**src/rtl/ahb_dma_ch_arb.sv**
```systemverilog
// Channel arbiter and transfer sequencer for the AHB DMA: priority plus round-robin
// channel selection, start/done handshake with the engine, and the global pause protocol.
module ahb_dma_ch_arb #(
   parameter int unsigned CH_NUM   = 4,
   parameter int unsigned CH_BITS  = $clog2(CH_NUM),
   parameter int unsigned PRI_BITS = 3
) (
   input  logic                       clk,
   input  logic                       rst,
   input  logic [CH_NUM-1:0]          ch_req,
   input  logic [CH_NUM*PRI_BITS-1:0] ch_pri,
   input  logic                       pause_req,
   input  logic                       dma_busy,
   input  logic                       dma_done,
   input  logic                       dma_err,
   output logic [CH_BITS-1:0]         ch_sel,
   output logic                       dma_start,
   output logic                       paused,
   output logic                       arb_busy,
   output logic [CH_NUM-1:0]          ch_done,
   output logic [CH_NUM-1:0]          ch_err
);

   typedef enum logic [2:0] {StIdle, StArb, StGrant, StRun, StPaused} state_e;

   state_e              state_q, state_d;
   logic [CH_BITS-1:0]  ch_sel_q, ch_sel_d;
   logic [CH_BITS-1:0]  rr_ptr_q, rr_ptr_d;
   logic [CH_NUM-1:0]   ch_done_q, ch_done_d;
   logic [CH_NUM-1:0]   ch_err_q, ch_err_d;
   logic [CH_BITS-1:0]  winner;
   logic [PRI_BITS-1:0] best_pri;
   logic                found;

   // Scan starts just after the last granted channel; strict '>' keeps the first tied channel.
   always_comb begin : arbitrate
      int unsigned idx;
      idx      = 0;
      winner   = '0;
      best_pri = '0;
      found    = 1'b0;
      for (int unsigned i = 0; i < CH_NUM; i++) begin
         idx = 32'(rr_ptr_q) + 32'd1 + i;
         if (idx >= CH_NUM) idx = idx - CH_NUM;
         if (ch_req[idx] && (!found || (ch_pri[idx*PRI_BITS +: PRI_BITS] > best_pri))) begin
            found    = 1'b1;
            best_pri = ch_pri[idx*PRI_BITS +: PRI_BITS];
            winner   = CH_BITS'(idx);
         end
      end
   end

   always_comb begin : next_state
      state_d   = state_q;
      ch_sel_d  = ch_sel_q;
      rr_ptr_d  = rr_ptr_q;
      ch_done_d = '0;
      ch_err_d  = '0;
      unique case (state_q)
         StIdle: begin
            if (pause_req)   state_d = StPaused;
            else if (|ch_req) state_d = StArb;
         end
         StArb: begin
            if (|ch_req) begin
               ch_sel_d = winner;
               state_d  = StGrant;
            end else begin
               state_d  = StIdle;
            end
         end
         StGrant, StRun: begin
            // A completion seen in GRANT is a zero-length transfer; error beats done.
            if (dma_err || dma_done) begin
               if (dma_err) ch_err_d  = CH_NUM'(1) << ch_sel_q;
               else         ch_done_d = CH_NUM'(1) << ch_sel_q;
               rr_ptr_d = ch_sel_q;
               state_d  = StIdle;
            end else if ((state_q == StGrant) && dma_busy) begin
               state_d  = StRun;
            end
         end
         StPaused: begin
            if (!pause_req) state_d = StIdle;
         end
         default: state_d = StIdle;
      endcase
   end

   always_ff @(posedge clk or negedge rst) begin
      if (!rst) begin
         state_q   <= StIdle;
         ch_sel_q  <= '0;
         rr_ptr_q  <= CH_BITS'(CH_NUM - 1);
         ch_done_q <= '0;
         ch_err_q  <= '0;
      end else begin
         state_q   <= state_d;
         ch_sel_q  <= ch_sel_d;
         rr_ptr_q  <= rr_ptr_d;
         ch_done_q <= ch_done_d;
         ch_err_q  <= ch_err_d;
      end
   end

   assign ch_sel    = ch_sel_q;
   assign dma_start = (state_q == StGrant);
   assign paused    = (state_q == StPaused);
   assign arb_busy  = (state_q == StArb) || (state_q == StGrant) || (state_q == StRun);
   assign ch_done   = ch_done_q;
   assign ch_err    = ch_err_q;

endmodule

```
**config.mk**
```make
export PLATFORM = sky130hd
export DESIGN_NAME = ahb_dma_ch_arb
export DESIGN_NICKNAME = d
export VERILOG_FILES = /design/src/rtl/ahb_dma_ch_arb.sv
export SDC_FILE = /design/constraint.sdc
export NUM_CORES = 1
export LEC_CHECK = 0
export CORE_MARGIN = 1
export CORE_UTILIZATION = 47
export DETAILED_ROUTE_END_ITERATION = 7
export GPL_ROUTABILITY_DRIVEN = 0
export PLACE_DENSITY = 0.7
export SETUP_SLACK_MARGIN = 0.02
export SYNTH_ARGS = -nofsm -noshare
export SYNTH_HDL_FRONTEND = slang
export SYNTH_SLANG_ARGS = --single-unit
```
**constraint.sdc**
```tcl
create_clock -name clk -period 7.33 [get_ports clk]
set_input_delay 1.0995 -clock clk [delete_from_list [all_inputs] [get_ports clk]]
set_output_delay 1.0995 -clock clk [all_outputs]
set_load 0.02 [all_outputs]
```
==> results by group, run 1 <==
Final layout
  • Share of cells above drive strength 1: between 9 and 10%
  • FF+latch area: between 300 and 400 um2
  • Inserted Diodes: 0
  • Synth-to-layout area growth: 14.70%
  • Area of the multi-input gates: a little over 2000 um2
  • Final nets: about 400
  • # fillers: about 500

STA
  • Final min period: 6.667 ns
  • Final-report hold violation count: 0
  • TNS Setup: 0 ns
  • Final slew viol count: 0
  • Achievable frequency: roughly 0.15 GHz
  • Slew headroom: approximately 57%
  • RSZ-0062 raised after global routing: false
  • Final Skew: 0.002655 ns
  • Worst-Margin Slew: roughly 0.64 ns
  • Setup-failing EPs final: 0
  • Crit share post-route: 90.95%

Setup path
  • CP bufs+invs: 1
  • Worst Setup End Kind: register
  • Startpoint types: input pin
  • CP Class: in -> reg
  • Worst path arrival time: 6.83 ns
  • Family with the most delay on the worst path: compound AO/OA/AOI/OAI gates
  • Critical Path Fanout Max: 8
  • Slowest stage cell on the critical path: mux4_1
  • CP cell instances: clkdlybuf4s50_1 -> mux4_1 -> a221oi_1 -> nor3_1 -> ha_1 -> and3_1 -> a21oi_2 -> o21ai_0 -> a32oi_2 -> mux2i_1 -> ha_1 -> nor2b_1 -> o21ai_0 -> a32oi_1 -> o21ai_4 -> a221oi_2 -> a21o_1 -> ha_1 -> nor2b_1 -> o21a_1 -> o21ai_0 -> a21oi_1 -> a311o_1 -> o2111ai_1
  • Data required time of the worst path: 7.49 ns
  • Max incr delay on CP: 0.62 ns

Clock network
  • Clock Sinks: 15
  • Setup bufs post-CTS: 0
  • Clock latency at the later pin of the worst-skew pair: about 0.25 ns
  • Root Buffer: clkbuf_8
  • Htree depth: 1
  • Post_cts resized: 0
  • Hold_buf cts: 0
  • Clk pin slew, worst setup/hold paths: about 0.060 ns
  • Clock Tree Buf Depth: 2
  • CTS buffer count: 3
  • CTS tree: built

Global routing
  • Initial antenna violation count: 0
  • Vias in the first global route: around 2500
  • Total grt overflow: 0
  • Tot GR Track Use: a little over a quarter
  • Largest net degree at the start of global routing: 55
  • First-pass GRT wire length: 12420 um

Logic synthesis
  • Cell area after synthesis: around 2600 um2
  • Post-synth EDFFs: 0
  • Synth Area per Inst: a little under 8 um2
  • Yosys warns: 0
  • Distinct cells, synth: 63
  • Synthesis-stage register bit count: 15
  • Synth Flop Type: dfrtp_1
  • Async set-reset flop share out of synthesis: 100.0%
  • Sequential area share after synthesis: 14.42%
  • Syn_nets: around 370
  • Cells after Synth: around 330

Detailed routing
  • Residual DRC count: 0
  • Detailed Routing Iterations Pass 1: 5
  • DR WL/cell: 17.38 um
  • Initial DRC count: around 300
  • Avg Vias per Cell: 6.217
  • Final wirelength: roughly 7400 um
  • Vias: about 2600
  • Antenna viol nets, final: 0

Outcome
  • Status: finished clean

Place
  • Dpl hpwl: roughly 5500 um
  • Port Buffers: 34

Floorplan
  • Num ports: 35
  • Die ar.: just under 6000 um2
  • DIE HEIGHT: around 77 um
  • Core ar.: between 5000 and 6000 um2
  • Starting Density: between 50% and 60%
  • Std-Cell Rows: 26
  • DIE WIDTH: approximately 77 um

Hold path
  • Min-delay worst type: reg -> reg

Run
  • Max-Cap Viols: 0
## kinds of logic (layout without fill, tap and decap cells)
group	count (synthesis)	count (layout)	share of synthesized area, %
muxes	39	39	20.19
and+or+nand+nor	126	126	23.15
adders and majority gates	19	19	9.069
buffers and inverters	39	60	7.876
DFF	15	15	14.42
other	1	1	0.1431
AOI/OAI and AO/OA	93	93	24.82
xor gates and xnor gates	1	1	0.3342
## path summary, 6_finish.rpt
path                               to  slack [ns]  cells after the start   startpoint
setup / recovery            ch_sel[0]        0.66                     24    ch_pri[2]
hold / removal             state_q[0]        0.61                      2   state_q[0]
setup reg to reg            ch_sel[0]        0.67                     31  rr_ptr_q[1]
hold reg to reg            state_q[0]        0.61                      2   state_q[0]
max in group asynchronous  ch_done[1]        5.67                      1          rst
min in group asynchronous  state_q[0]        1.25                      1          rst
## tightest hold or removal path: stages, from the launching register on
cell and delay [ns]:
dfrtp_1 0.39, a21oi_1 0.05, o21ai_0 0.14
## metal layers
layer	global-route usage, %	share of wire [%]	vias up
met3	4.048	7.6	13
met2	40.98	45	123
li1	-	-	1282
met5	0	0	-
met1	36.48	45	1218
met4	7.885	1.9	0
## stage by stage
stage / util (%) / area, um2 / cells / hold slack, ns / worst slack [ns]
2_1_floorplan: - / 2621 / 333 / 0.5496 / 0.7739
3_3_place_gp: 56.38 / 2953 / 420 / 0.5945 / 0.5799
3_5_place_dp: 56.38 / 2953 / 420 / 0.6002 / 0.4900
4_1_cts: 57.24 / 2998 / 424 / 0.6171 / 0.5611
5_1_grt: 57.41 / 3007 / 424 / 0.6687 / 0.06265
6_report: 57.41 / 3007 / 424 / 0.6116 / 0.6633
## placed cells by master (no fill, tap or decap), drive strengths merged, types with 2 or more instances in the layout
| cell | instances |
|---|---|
| nand2 | 38 |
| clkdlybuf4s50 | 34 |
| nor2 | 31 |
| o21ai | 25 |
| mux2i | 24 |
| a21oi | 19 |
| ha | 19 |
| inv | 16 |
| nand2b | 14 |
| dfrtp | 13 |
| nand3 | 10 |
| mux4 | 9 |
| nor3 | 6 |
| buf | 6 |
| mux2 | 6 |
| nand3b | 5 |
| o211ai | 5 |
| nand4 | 5 |
| a211oi | 5 |
| o22ai | 4 |
| o221ai | 4 |
| and2 | 4 |
| nor2b | 4 |
| a21o | 4 |
| clkbuf | 4 |
| a22oi | 3 |
| and3 | 3 |
| a31oi | 3 |
| a32oi | 3 |
| a221oi | 3 |
| o21a | 2 |
| or4 | 2 |
| dfstp | 2 |
## flip-flops by register name, summed over array words and instances (netlist names)
register,count
ch_done,4
state_q,3
ch_err,4
ch_sel,2
rr_ptr_q,2
## cell type report
cell class | instances | share of cell area [%]
clock buffers | 4 | 1.498
inverters | 16 | 2.081
multi-input cells | 279 | 68.00
flip-flops and latches | 15 | 12.57
well taps | 70 | 2.913
repair buffers | 40 | 12.94
## Yosys cell counts (all sizes together) (2+ instances only)
library cell,instances,area share [%]
o221ai,4,1.3
nor2,31,4.4
nand3b,5,1.4
a21o,4,1.1
a31oi,3,0.72
or4,2,0.57
clkbuf,4,0.57
nand2b,14,3.3
and3,3,0.72
dfstp,2,2.0
mux2i,24,9.2
o22ai,4,0.95
o21ai,25,5.2
mux4,9,8.0
a221oi,3,1.5
a22oi,3,0.86
a32oi,3,1.3
o211ai,5,1.4
buf,19,4.9
nor3,6,1.1
inv,16,2.4
nand3,10,1.9
ha,19,9.1
mux2,6,3.0
a21oi,19,3.8
a211oi,5,1.6
nor2b,4,0.95
nand2,38,5.4
and2,4,0.95
o21a,2,0.57
nand4,5,1.2
dfrtp,13,12
Power of run 1 is left out: the tool's default activity adds up to more than one toggle a clock period on the data nets, which glitch-free logic cannot reach.
==> run 2, diff against run 1 <==
Settings changed: ABC_AREA set to 0, MAX_ROUTING_LAYER set to met4, PLACE_DENSITY 0.7 to not set, PLACE_DENSITY_LB_ADDON set to 0.2.
==> run 2 against run 1 <==
Die area is the same. Non-clock buffer count grew 4. Critical path depth grew 7. Fmax shrank 1.4%. Register-to-register slack lost 0.10 ns. Via count grew 4.7%. Core utilization grew 0.48 points. Sequential share of layout area shrank 0.10 points. First-iteration DRC count grew 73%. Worst setup slack lost 0.096 ns.
==> results by group, run 2 (synthesized netlist as in run 1, its figures left out) <==
Setup path
  • Max incr delay on CP: 0.58 ns (-0.04 ns)
  • Slowest stage cell on the critical path: dfstp_2
  • Critical Path Fanout Max: 8 (unchanged)
  • CP Class: reg -> reg
  • Startpoint types: register
  • Most frequent CP cell: ha_1
  • Worst Setup End Kind: register
  • Worst path arrival time: 6.93 ns (+0.10 ns)
  • Data required time of the worst path: 7.49 ns (about the same)

Detailed routing
  • Detailed Routing Iterations Pass 1: 5 (unchanged)
  • Vias: 2761 (+4.7%)
  • Final wirelength: 7462 um (+1.3%)
  • DR WL/cell: 17.43 um (+0.33%)
  • Initial DRC count: 516 (+73%)
  • Avg Vias per Cell: 6.451 (+3.8%)
  • Residual DRC count: 0 (unchanged)
  • Antenna viol nets, final: 0 (unchanged)

STA
  • Crit share post-route: 92.27% (+1.3 points)
  • Slew headroom: 57.16% (-0.13 points)
  • Setup-failing EPs final: 0 (unchanged)
  • Worst-Margin Slew: 0.6406 ns (+0.001966 ns)
  • Final min period: 6.763 ns (+0.09631 ns)
  • Achievable frequency: 0.1479 GHz (-1.4%)
  • Final Skew: 0.001785 ns (-0.0008703 ns)
  • TNS Setup: 0 ns (unchanged)
  • Final slew viol count: 0 (unchanged)
  • Final-report hold violation count: 0 (unchanged)
  • Hold_ws: 0.6056 ns (-0.005958 ns)
  • RSZ-0062 raised after global routing: false

Run
  • Max-Cap Viols: 0 (unchanged)

Clock network
  • Clock Tree Buf Depth: 2 (unchanged)
  • Htree depth: 1 (unchanged)
  • CTS tree: built
  • Clk pin slew, worst setup/hold paths: 0.06 ns (about the same)
  • Hold_buf cts: 0 (unchanged)
  • Root Buffer: clkbuf_8
  • Clock latency at the later pin of the worst-skew pair: 0.25 ns (about the same)
  • CTS buffer count: 3 (unchanged)
  • Clock Sinks: 15 (unchanged)

Floorplan
  • DIE WIDTH: 76.68 um (unchanged)
  • Num ports: 35 (unchanged)
  • DIE HEIGHT: 76.68 um (unchanged)
  • Starting Density: 50.05% (unchanged)
  • Core ar.: 5238 um2 (unchanged)
  • Die ar.: 5880 um2 (unchanged)
  • Std-Cell Rows: 26 (unchanged)

Global routing
  • Tot GR Track Use: 26.05% (about the same)
  • Total grt overflow: 0 (unchanged)
  • First-pass GRT wire length: 12190 um (-1.9%)
  • Initial antenna violation count: 0 (unchanged)
  • Largest net degree at the start of global routing: 54 (-1.8%)
  • Vias in the first global route: 2522 (+0.48%)

Place
  • Dpl hpwl: 5421 um (-0.86%)
  • Port Buffers: 34 (unchanged)
  • Placed Cells: 422 (+0.48%)

Final layout
  • Non-filler cells, final: 428 (+0.94%)
  • Inserted Diodes: 0 (unchanged)
  • # fillers: 499 (+1.0%)
  • Most common cell after layout, fill and taps aside: nand2_1
  • Synth-to-layout area growth: 15.66%
  • Final nets: 400 (+1.0%)
  • Share of cells above drive strength 1: 10.34% (+0.73 points)
  • Most frequent cells in the layout: nand2_1, clkdlybuf4s50_1, nor2_1

Outcome
  • Status: finished clean

Hold path
  • Min-delay worst type: reg -> reg
run 2: cell count changes in the layout (fill, tap and decap cells not counted):
cell    delta
buf_4      +4
nor3_2     -1
nor3_1     +1
run 2: timing repair:
action,4_1_cts,5_1_grt
setup buffers,0,2
gates resized for setup,0,1
endpoints found under the setup margin,0,1
run 2: critical path, delay by kind of cell, from the launching register on:
kind | cells | cell delay, ns
mux | 1 | 0.28
xor+xnor | 1 | 0.14
simple gates | 5 | 0.82
compound gates | 14 | 2.87
buf+inv | 5 | 0.55
fa+ha+maj | 5 | 1.45
flops | 1 | 0.58
run 2: layout make-up:
cell class | instances | area (um2) | area share (%)
Sequential cell | 15 | 377.9 | 12.46
Multi-Input combinational cell | 279 | 2039 | 67.27
Clock buffer | 4 | 45.04 | 1.486
Tap cell | 70 | 87.58 | 2.889
Inverter | 16 | 62.56 | 2.064
Timing Repair Buffer | 44 | 419.2 | 13.83
run 2: per-layer routing:
layer | up-vias | part of all wire, % | track usage (%)
li1 | 1288 | - | -
met1 | 1286 | 45 | 35.61
met2 | 167 | 44 | 39.91
met3 | 20 | 9.2 | 3.690
met4 | 0 | 1.8 | 7.308
met5 | - | 0 | -
run 2: final timing paths:
path,start,end,slack [ns],cells past startpoint
worst max-delay path,rr_ptr_q[1],ch_sel[0],0.57,31
worst min-delay path,state_q[0],state_q[0],0.61,2
worst max register to register,rr_ptr_q[1],ch_sel[0],0.57,31
worst min register to register,state_q[0],state_q[0],0.61,2
max in group asynchronous,rst,ch_done[1],5.67,1
min in group asynchronous,rst,state_q[0],1.25,1
run 2: through the flow:
step                      setup slack, ns  util (%)  instance area (um2)
after floorplan                    0.7739         -                 2621
after global placement             0.6156     56.67                 2968
after detailed placement           0.5026     56.67                 2968
after CTS                          0.5608     57.53                 3013
after global routing              0.03335     57.88                 3032
final                              0.5670     57.88                 3032
Power of run 2 is left out for the same reason.
==> run 3, diff against run 2 <==
Clock period 7.33 ns to 8 ns, I/O delays scaled along.
==> run 3 against run 2 <==
Clock-buffer cell count is the same. Fmax shrank 3.8%. Global-route usage grew 0.32 points. Critical path depth shrank 1. Register-to-register slack gained 0.40 ns. Die area is the same.
==> results by group, run 3 (synthesized netlist as in run 1, its figures left out) <==
Clock network
  • Clock latency at the later pin of the worst-skew pair: 0.24 ns (about the same)
  • Clock Sinks: 15 (unchanged)
  • CTS tree: built
  • CTS buffer count: 3 (unchanged)
  • Hold_buf cts: 0 (unchanged)
  • Clock Tree Buf Depth: 2 (unchanged)
  • Post_cts resized: 0 (unchanged)
  • Clk pin slew, worst setup/hold paths: 0.06 ns (about the same)
  • Root Buffer: clkbuf_8
  • Setup bufs post-CTS: 0 (unchanged)
  • Htree depth: 1 (unchanged)

Floorplan
  • Die ar.: 5880 um2 (unchanged)
  • Core ar.: 5238 um2 (unchanged)
  • Starting Density: 50.05% (unchanged)
  • Std-Cell Rows: 26 (unchanged)
  • Num ports: 35 (unchanged)
  • DIE HEIGHT: 76.68 um (unchanged)
  • DIE WIDTH: 76.68 um (unchanged)

Final layout
  • Synth-to-layout area growth: 13.79%
  • Share of cells above drive strength 1: 8.807% (-1.5 points)
  • Non-filler cells, final: 422 (-1.4%)
  • Final nets: 394 (-1.5%)
  • Inserted Diodes: 0 (unchanged)
  • Most frequent cells in the layout: nand2_1, clkdlybuf4s50_1, nor2_1
  • Most common cell after layout, fill and taps aside: nand2_1
  • # fillers: 490 (-1.8%)

Setup path
  • Startpoint types: register
  • Data required time of the worst path: 8.16 ns (+0.67 ns)
  • Worst path arrival time: 7.19 ns (+0.26 ns)
  • R2R Path End: ch_sel[0]
  • CP Launch Point: rr_ptr_q[0]
  • Most frequent CP cell: ha_1
  • R2r setup slk: 0.97 ns (+0.40 ns)
  • Max incr delay on CP: 0.72 ns (+0.14 ns)
  • FF-to-FF Start: rr_ptr_q[0]
  • CP Class: reg -> reg
  • Worst Setup End Kind: register
  • Length in cells of the worst reg-to-reg path: 30 (-3.2%)
  • Critical Path Fanout Max: 20 (+12)
  • Slowest stage cell on the critical path: dfstp_2

Hold path
  • Min-delay worst type: reg -> reg
  • Hold EP: state_q[0]
  • Worst hold path startpoint: state_q[0]
  • Worst hold path depth: 2 (unchanged)

Detailed routing
  • Antenna viol nets, final: 0 (unchanged)
  • Residual DRC count: 0 (unchanged)
  • Detailed Routing Iterations Pass 1: 5 (unchanged)
  • Initial DRC count: 324 (-37%)
  • DR WL/cell: 17.68 um (+1.4%)
  • Avg Vias per Cell: 6.434 (-0.27%)
  • Vias: 2715 (-1.7%)
  • Final wirelength: 7463 um (about the same)

Global routing
  • Tot GR Track Use: 26.37% (+0.32 points)
  • Largest net degree at the start of global routing: 54 (unchanged)
  • First-pass GRT wire length: 12110 um (-0.62%)
  • Total grt overflow: 0 (unchanged)
  • Vias in the first global route: 2369 (-6.1%)
  • Initial antenna violation count: 0 (unchanged)

STA
  • TNS Setup: 0 ns (unchanged)
  • RSZ-0062 raised after global routing: false
  • Final min period: 7.031 ns (+0.2676 ns)
  • Slew headroom: 53.16% (-4.0 points)
  • Worst setup margin: 0.9693 ns (+0.4024 ns)
  • Final slew viol count: 0 (unchanged)
  • Final-report hold violation count: 0 (unchanged)
  • Final Skew: 0.002187 ns (+0.0004018 ns)
  • Crit share post-route: 87.88% (-4.4 points)
  • Setup-failing EPs final: 0 (unchanged)
  • Worst-Margin Slew: 0.7005 ns (+0.05992 ns)
  • Achievable frequency: 0.1422 GHz (-3.8%)
  • Hold_ws: 0.5977 ns (-0.007966 ns)

Place
  • Placed Cells: 418 (-0.95%)
  • Pre-CTS setup slack: 1.033 ns (+0.5305 ns)
  • Port Buffers: 34 (unchanged)
  • Dpl hpwl: 5497 um (+1.4%)

Run
  • Max-Cap Viols: 0 (unchanged)

Outcome
  • Status: finished clean
## run 3: final cells by class
class / instances / area, um2 / area share (%)
Multi-Input combinational cell: 279 / 2039 / 68.37
Sequential cell: 15 / 377.9 / 12.67
Timing Repair Buffer: 38 / 370.4 / 12.42
Tap cell: 70 / 87.58 / 2.936
Inverter: 16 / 62.56 / 2.097
Clock buffer: 4 / 45.04 / 1.510
## run 3: metal layers
metal | up-vias | wire length, um | GRT usage, %
met3 | 28 | 579 | 3.810
met4 | 0 | 184 | 8.462
met5 | - | 0 | -
li1 | 1277 | - | -
met2 | 160 | 3322 | 38.48
met1 | 1250 | 3376 | 37.18
## run 3: stage by stage
step	cell area (um2)	utilization, %
2_1_floorplan	2621	-
3_3_place_gp	2938	56.09
3_5_place_dp	2938	56.09
4_1_cts	2983	56.95
5_1_grt	2983	56.95
6_report	2983	56.95
## run 3: worst max-delay path by stage
| stage | endpoint | slack (ns) |
|---|---|---|
| 5_1_grt | ch_sel[0] | 0.39 |
| 3_5_place_dp | ch_sel[0] | 1.03 |
| 3_3_place_gp | ch_sel[0] | 1.14 |
| 4_1_cts | ch_sel[0] | 1.03 |
| 6_report | ch_sel[0] | 0.97 |
| 2_1_floorplan | ch_sel[0] | 1.44 |
## run 3: worst max-delay path, delay by kind of cell (launching register included)
family | cells | cell delay [ns]
AOI/OAI and AO/OA | 14 | 2.64
muxes | 1 | 0.31
DFF | 1 | 0.72
buffers and inverters | 2 | 0.15
adders and majority gates | 5 | 1.55
and+or+nand+nor | 7 | 1.47
xor gates and xnor gates | 1 | 0.08
Power of run 3 is left out for the same reason.
